**config.mk**
```make
export PLATFORM = sky130hd
export DESIGN_NAME = bit_counter_hs
export DESIGN_NICKNAME = d
export VERILOG_FILES = /design/src/rtl/bit_counter_hs.sv
export SDC_FILE = /design/constraint.sdc
export NUM_CORES = 1
export LEC_CHECK = 0
export CAP_MARGIN = 30
export CORE_UTILIZATION = 44
export CTS_CLUSTER_SIZE = 40
export DETAILED_ROUTE_END_ITERATION = 10
export PLACE_DENSITY = 0.81
export SLEW_MARGIN = 40
export SYNTH_ARGS = -nofsm -noshare
export SYNTH_HDL_FRONTEND = slang
export SYNTH_SLANG_ARGS = --single-unit
export TNS_END_PERCENT = 50
```
**constraint.sdc**
```tcl
create_clock -name clk -period 1.7 [get_ports clk]
set_input_delay 0.425 -clock clk [delete_from_list [all_inputs] [get_ports clk]]
set_output_delay 0.425 -clock clk [all_outputs]
set_load 0.1 [all_outputs]
```
**src/rtl/bit_counter_hs.sv**
```systemverilog
// bit_counter_hs
// Iterative bit counter with valid/ready handshakes on input and output.
// Counts set bits, clear bits or trailing zeros by clearing one set bit
// per clock (work & (work - 1)).
// Optional feature macro: BITCNT_CYCLE_CNT_EN adds the cycle_cnt output,
// which reports how many clocks the block spent iterating.

module bit_counter_hs #(
    parameter  int N   = 8,
    localparam int CW  = $clog2(N + 1),
    localparam int CCW = $clog2(N + 2)
) (
    input  logic          clk,
    input  logic          reset_n,
    input  logic          clr,
    input  logic          in_valid,
    output logic          in_ready,
    input  logic [N-1:0]  x_in,
    input  logic [1:0]    mode,
    output logic          out_valid,
    input  logic          out_ready,
    output logic [CW-1:0] count,
    output logic          busy
`ifdef BITCNT_CYCLE_CNT_EN
    ,
    output logic [CCW-1:0] cycle_cnt
`endif
);

    typedef enum logic [1:0] {
        IDLE = 2'b00,
        ITER = 2'b01,
        DONE = 2'b10
    } state_t;

    state_t state;
    state_t state_next;

    logic [N-1:0] work;
    logic [N-1:0] work_load;
    logic         accept;
    logic         release_result;

    // Operand transform applied at capture; mode 11 behaves like mode 00
    always_comb begin
        work_load = x_in;
        case (mode)
            2'b01:   work_load = ~x_in;
            2'b10:   work_load = ~x_in & (x_in - N'(1));
            default: work_load = x_in;
        endcase
    end

    // Handshake qualifiers and status outputs decoded from the state
    always_comb begin
        in_ready       = (state == IDLE);
        out_valid      = (state == DONE);
        busy           = (state == ITER) || (state == DONE);
        accept         = in_valid && (state == IDLE);
        release_result = out_ready && (state == DONE);
    end

    // Next-state logic; clr wins over any handshake, unused codes fall back to IDLE
    always_comb begin
        state_next = state;
        case (state)
            IDLE: if (accept) state_next = ITER;
            ITER: if (work == '0) state_next = DONE;
            DONE: if (release_result) state_next = IDLE;
            default: state_next = IDLE;
        endcase
        if (clr) begin
            state_next = IDLE;
        end
    end

    // State register
    always_ff @(posedge clk or negedge reset_n) begin
        if (!reset_n) begin
            state <= IDLE;
        end else begin
            state <= state_next;
        end
    end

    // Work register and result counter: load on accept, strip one set bit per ITER clock
    always_ff @(posedge clk or negedge reset_n) begin
        if (!reset_n) begin
            work  <= '0;
            count <= '0;
        end else if (clr) begin
            work  <= '0;
            count <= '0;
        end else if (accept) begin
            work  <= work_load;
            count <= '0;
        end else if ((state == ITER) && (work != '0)) begin
            work  <= work & (work - N'(1));
            count <= count + CW'(1);
        end
    end

`ifdef BITCNT_CYCLE_CNT_EN
    // Iteration clock counter: cleared on accept, bumped on every ITER clock, held afterwards
    always_ff @(posedge clk or negedge reset_n) begin
        if (!reset_n) begin
            cycle_cnt <= '0;
        end else if (clr) begin
            cycle_cnt <= '0;
        end else if (accept) begin
            cycle_cnt <= '0;
        end else if (state == ITER) begin
            cycle_cnt <= cycle_cnt + CCW'(1);
        end
    end
`endif

endmodule
```
==> results of run 1 <==
==> final cells by class <==
type | instances | area share (%)
clock buffer | 4 | 2.17
sequential | 14 | 21.2
multi-input combinational | 84 | 43.6
tap | 27 | 2.02
inverter | 9 | 2.02
timing repair buffer | 49 | 29.0
==> timing repair <==
action,4_1_cts,5_1_grt
buffers inserted,3,2
gates resized for setup,14,17
cloned,1,0
endpoints found under the setup margin,13,13
pin swaps,7,6
==> stage by stage <==
step                TNS [ps]  hold WS (ps)  setup slack, ps  util (%)
floorplan               -259           129             -117         -
global placement       -3540           557             -574      73.5
detailed placement     -3950           553             -608      73.5
CTS                    -95.7           347            -37.4      78.7
global route            -573           346             -113      81.8
finish                  -213           342            -84.8      81.8
==> worst max-delay path: cells and delay by family, from the launching register on <==
kind,cells,cell delay [ps]
AOI/OAI and AO/OA,2,300
and+or+nand+nor,2,980
DFF,1,390
==> layer usage <==
layer	global-route usage (%)	vias to the layer above	wire length, microns
met5	0	-	0
met4	10.5	0	56
met3	4.63	9	106
met2	45.2	26	1590
met1	32.9	526	1330
li1	-	515	-
==> report_power, final <==
part	internal, mW	total (mW)	switching [mW]	leakage (nW)
clock network	0.131	0.250	0.119	0.0210
registers	0.376	0.417	0.0409	0.184
logic	0.450	1.02	0.569	0.504
==> worst paths after layout <==
check / depth (start not counted) / slack [ps] / endpoint / startpoint
max in group asynchronous: 2 / 930 / state[1] / reset_n
min in group clk: 2 / 590 / work[7] / work[7]
setup / recovery: 4 / -80 / work[7] / work[2]
hold / removal: 1 / 340 / count[0] / reset_n
setup reg to reg: 4 / -80 / work[7] / work[2]
hold reg to reg: 2 / 590 / work[7] / work[7]
==> cells in the final DEF, fill, tap and decap left out, types with 4 or more instances in the layout <==
cell type	synthesis	layout
buf_4	0	26
dfrtp_1	14	11
clkdlybuf4s50_1	0	9
a21oi_1	9	8
buf_12	0	7
inv_1	9	6
nor3_1	7	5
nand2b_1	5	5
nor2_1	5	5
o21ai_0	6	4
==> cell usage after synthesis <==
master,n,area share (%)
o311ai_0,1,0.88
dfrtp_1,14,35
nor3b_1,1,0.76
and4_2,1,1.0
and2_1,2,1.3
or3_4,1,1.1
a311oi_1,1,0.88
nor2b_1,1,0.63
o21ba_2,1,1.0
nand3_1,3,1.5
o21ai_4,1,1.6
or4_1,3,2.3
buf_2,1,0.50
o211ai_1,3,2.3
nor3_1,7,3.5
a21oi_1,9,4.5
nor2_1,5,1.9
o22ai_1,2,1.3
ha_1,7,8.8
a31oi_1,2,1.3
inv_1,9,3.4
or3_1,1,0.63
o21a_1,1,0.76
nand2_1,2,0.76
a211oi_1,3,2.3
or4b_1,1,1.0
a221oi_1,2,1.8
mux2i_1,1,1.0
clkbuf_1,5,1.9
a21o_1,2,1.5
or3_2,1,0.76
o31ai_1,2,1.5
nand2b_1,5,3.2
o21ai_0,6,3.0
a22oi_1,2,1.5
xor2_1,3,2.6
==> sequential cells by signal (all words and copies together) (netlist names) <==
signal / count
count: 4
state: 2
work: 8
==> cells by family after synthesis <==
logic type	Yosys count	share of synthesized area, %
muxes	1	1.01
and+or+nand+nor	34	20.3
xor gates and xnor gates	3	2.65
AOI/OAI and AO/OA	38	26.1
DFF	14	35.3
adders and majority gates	7	8.83
buffers and inverters	15	5.80
==> impl_metrics.toml, run 1 <==
[setup_path]
critPathMaxFanout = 4
cp.required_ps = 1870
cp_slowest_cell = "or4_4"
critical_path.cell_chain = "or4_4 -> or3_4 -> o31ai_4 -> a221oi_2"
endpoint_class_of_the_critical_path = "register"
critPathKind = "register to register"
crit_path_max_incr_delay_ps = 590
start_kind = "register"
crit_arrival_ps = 1960

[floorplan]
vert_die_dim_microns = 49.5
core_box_area_sq_um = 2040
die_area_sq_um = 2450
io-pin-count = 22
fp.dieW_microns = 49.5
effective_utilization_at_floorplan_pct = 48.6
rows = 16

[run_status]
status = "finished, violations left"
violations = "negative setup slack"

[place]
final_weighted_congestion_in_routability_driven_placement = 0.876
placedInstanceArea_sq_um = 1500
hpwlAfterDp_microns = 2060
io_buffer_count = 21
dpl.cell_count = 177

[routing]
routed_wirelength_normalized_by_instance_count_microns = 16.5
antenna_left = 0
initialDrtViolationCount = 22
drcViolationCount = 0
detailedRoute.firstPassIterationCount = 4
route.detailed.vias_per_inst = 5.75
totalWireLength_microns = 3080
routed-via-count = 1076

[finish]
multiInputGateArea_sq_um = 728
stdcell_area_sq_um = 1670
nFillCells = 123
layout.nets = 183
regArea_sq_um = 354
final_cells = 187
syn_to_final_growth_pct = 68.3
diodes = 0
layout-drive-gt1-share_pct = 45.0

[timing]
setup_slack_ps = -84.8
final-setup-viol-count = 5
final.period_utilization_pct = 105
timing.final.hold_violations = 0
final.setup_skew_ps = 10.9
max_slew_margin_pct = 75.9
timing.fmax_mhz = 560
unrepaired_setup_endpoints_after_global_routing = "yes"
tightest_slew_ps = 356
timing_max_transition_violations_final = 0
layout_min_cycle_time_ps = 1780

[clock_tree]
tritoncts = "done"
clk_root_buffer_cell = "clkbuf_4"
clk_pin_slew_ps = 100
tritoncts.num_buffers = 3
cts-hold-fix-buffers = 0
htreeDepth = 1
clockBufferDepth = 2
count_of_clock_tree_sinks = 14
clk-insertion-delay-late_ps = 290

[grt]
grt_first_pass_wirelength_microns = 4930
pin_count_of_the_biggest_net_entering_global_routing = 14
antenna_violations_before_repair = 0
grt.total_usage_pct = 26.5
grt_overflow_total = 0
via_count_of_the_first_global_routing_pass = 1119

[pwr]
power_per_cell_area_nw_per_um2 = 1010
worst_voltage_drop_across_the_vdd_grid_mv = 1.05
power_mw = 1.69
leakagePower_nw = 0.709

[synthesis]
netlist_area_sq_um = 992
netlist_instances = 112
synth-warning-count = 0
synth_sequential_area_ratio_pct = 35.3
ys_seq_elements = 14
yosys.cell_types.count = 36
synth_area_per_cell_sq_um = 8.86
syn-num-nets = 134

[job]
maxCapViolCount = 0

[min_path]
hold_path.class = "input port to asynchronous set/reset pin"
Power figures use the tool's default switching activity.
==> run 2, diff against run 1 <==
CORE_ASPECT_RATIO = 0.75   (was unset)
==> run 2 against run 1 <==
  * The run ends with design-rule violations, negative setup slack left
  * Global-route usage is 2.1 points higher
  * Sequential share of layout area increased by 0.83 points
  * First-iteration DRC count rose to 2.6 times the previous value
  * Final cell count decreased by 3.2%
  * Worst hold slack gained 81 ps
  * Power fell by 4.6%
  * Setup slack better by 3.6 ps
  * Highest routed layer unchanged
  * Core utilization shrank 3.8 points
  * Routed wire length rose by 7.6%
==> impl_metrics.toml, run 2 (synthesized netlist as in run 1, its figures left out) <==
[floorplan]
vert_die_dim_microns = 43.1
fp.dieW_microns = 56.8
io-pin-count = 22
core_box_area_sq_um = 2070
rows = 14
effective_utilization_at_floorplan_pct = 48.0
die_area_sq_um = 2450

[finish]
syn_to_final_growth_pct = 62.5
largest_reg_flops = 8
most-common-layout-cells = "buf_4 (24), dfrtp_1 (10), a21oi_1 (9), clkdlybuf4s50_1 (9), buf_12 (8)"
postLayoutCoreUtil_pct = 78.0
layout.cells.most_common = "buf_4"
reg.largest.list = "work: 8 flops, count: 4 flops, state: 2 flops"
layout.nets = 180
diodes = 0
regMostFlops = "work"
final_cells = 181
nFillCells = 126
layout-drive-gt1-share_pct = 41.4

[timing]
unrepaired_setup_endpoints_after_global_routing = "yes"
tightest_slew_ps = 395
setup_slack_ps = -81.3
final-setup-viol-count = 6
timing_max_transition_violations_final = 0
layout_min_cycle_time_ps = 1780
setup_tns_ps = -220
final.setup_skew_ps = 3.02
timing.final.hold_violations = 0
max_slew_margin_pct = 73.6
timing.fmax_mhz = 561
final.period_utilization_pct = 105

[place]
hpwlAfterDp_microns = 2260
dp_slack_ps = -657
dpl.cell_count = 173
final_weighted_congestion_in_routability_driven_placement = 0.858
io_buffer_count = 21

[clock_tree]
clockBufferDepth = 2
tritoncts = "done"
count_of_clock_tree_sinks = 14
clk_root_buffer_cell = "clkbuf_4"
htreeDepth = 1
cts-hold-fix-buffers = 0
clk_pin_slew_ps = 90
tritoncts.num_buffers = 3
clk-insertion-delay-late_ps = 300

[job]
maxCapViolCount = 0

[routing]
met3_length_microns = 204
antenna_left = 0
top_layer = "met4"
wl_met2_microns = 1710
initialDrtViolationCount = 58
routed_wirelength_normalized_by_instance_count_microns = 18.3
route.detailed.vias_per_inst = 6.07
drcViolationCount = 2
detailedRoute.firstPassIterationCount = 7
totalWireLength_microns = 3310
routed-via-count = 1099
detail_route.wirelength.met1_microns = 1350

[pwr]
power_per_cell_area_nw_per_um2 = 997
worst_voltage_drop_across_the_vdd_grid_mv = 0.620
leakagePower_nw = 0.690

[grt]
grt_overflow_total = 0
grt_first_pass_wirelength_microns = 5130
grt.total_usage_pct = 28.5
pin_count_of_the_biggest_net_entering_global_routing = 15
via_count_of_the_first_global_routing_pass = 1070
antenna_violations_before_repair = 0

[setup_path]
cp.required_ps = 1870
ff2ff_setup_slack_ps = -80
crit_arrival_ps = 1950
timing.reg2reg.worst_path_depth = 4
worst_setup_path_startpoint = "work[2]"
reg2reg_from = "work[2]"
critPathKind = "register to register"
start_kind = "register"
critPathMaxFanout = 4
endpoint_class_of_the_critical_path = "register"
reg_to_reg_endpoint = "work[7]"

[min_path]
hold_path.class = "input port to asynchronous set/reset pin"

[run_status]
status = "finished, violations left"
violations = "design-rule violations, negative setup slack"
[run 2: worst max path at each step]
stage	endpoint	slack, ps	depth (start not counted)
3_5_place_dp	work[5]	-660	6
6_report	work[7]	-80	4
4_1_cts	work[6]	-60	4
2_1_floorplan	work[6]	-120	7
3_3_place_gp	work[7]	-570	6
5_1_grt	work[6]	-130	4
[run 2: metal layers]
metal	up-vias	track usage, %
li1	508	-
met4	0	10.7
met5	-	0
met2	44	50.0
met1	540	33.4
met3	7	7.93
[run 2: stage by stage]
step / cell area, sq um / hold slack (ps) / power, mW
floorplan: 1040 / 129 / 0.936
global placement: 1490 / 555 / 1.21
detailed placement: 1490 / 566 / 1.24
CTS: 1560 / 426 / 1.51
global route: 1610 / 451 / 1.68
finish: 1610 / 423 / 1.61
[run 2: critical path: stages (launching register included)]
cell	delay, ps
dfrtp_1	400
or4_4	590
or3_4	390
o31ai_4	190
a221oi_2	90
[run 2: where the power goes]
group / internal [mW] / switching (mW)
combinational: 0.434 / 0.531
sequential: 0.378 / 0.0450
clock: 0.0917 / 0.127
[run 2: repair_timing]
action,4_1_cts,5_1_grt
endpoints found under the setup margin,13,13
gates resized for setup,17,12
buffers inserted,1,3
cloned,0,0
pin swaps,9,7
[run 2: area by class of cell]
type | instances | area [sq um] | area share (%)
Tap cell | 24 | 30.0 | 1.86
Clock buffer | 4 | 26.3 | 1.63
Sequential cell | 14 | 355 | 22.0
Multi-Input combinational cell | 83 | 689 | 42.7
Inverter | 9 | 33.8 | 2.09
Timing Repair Buffer | 47 | 478 | 29.6
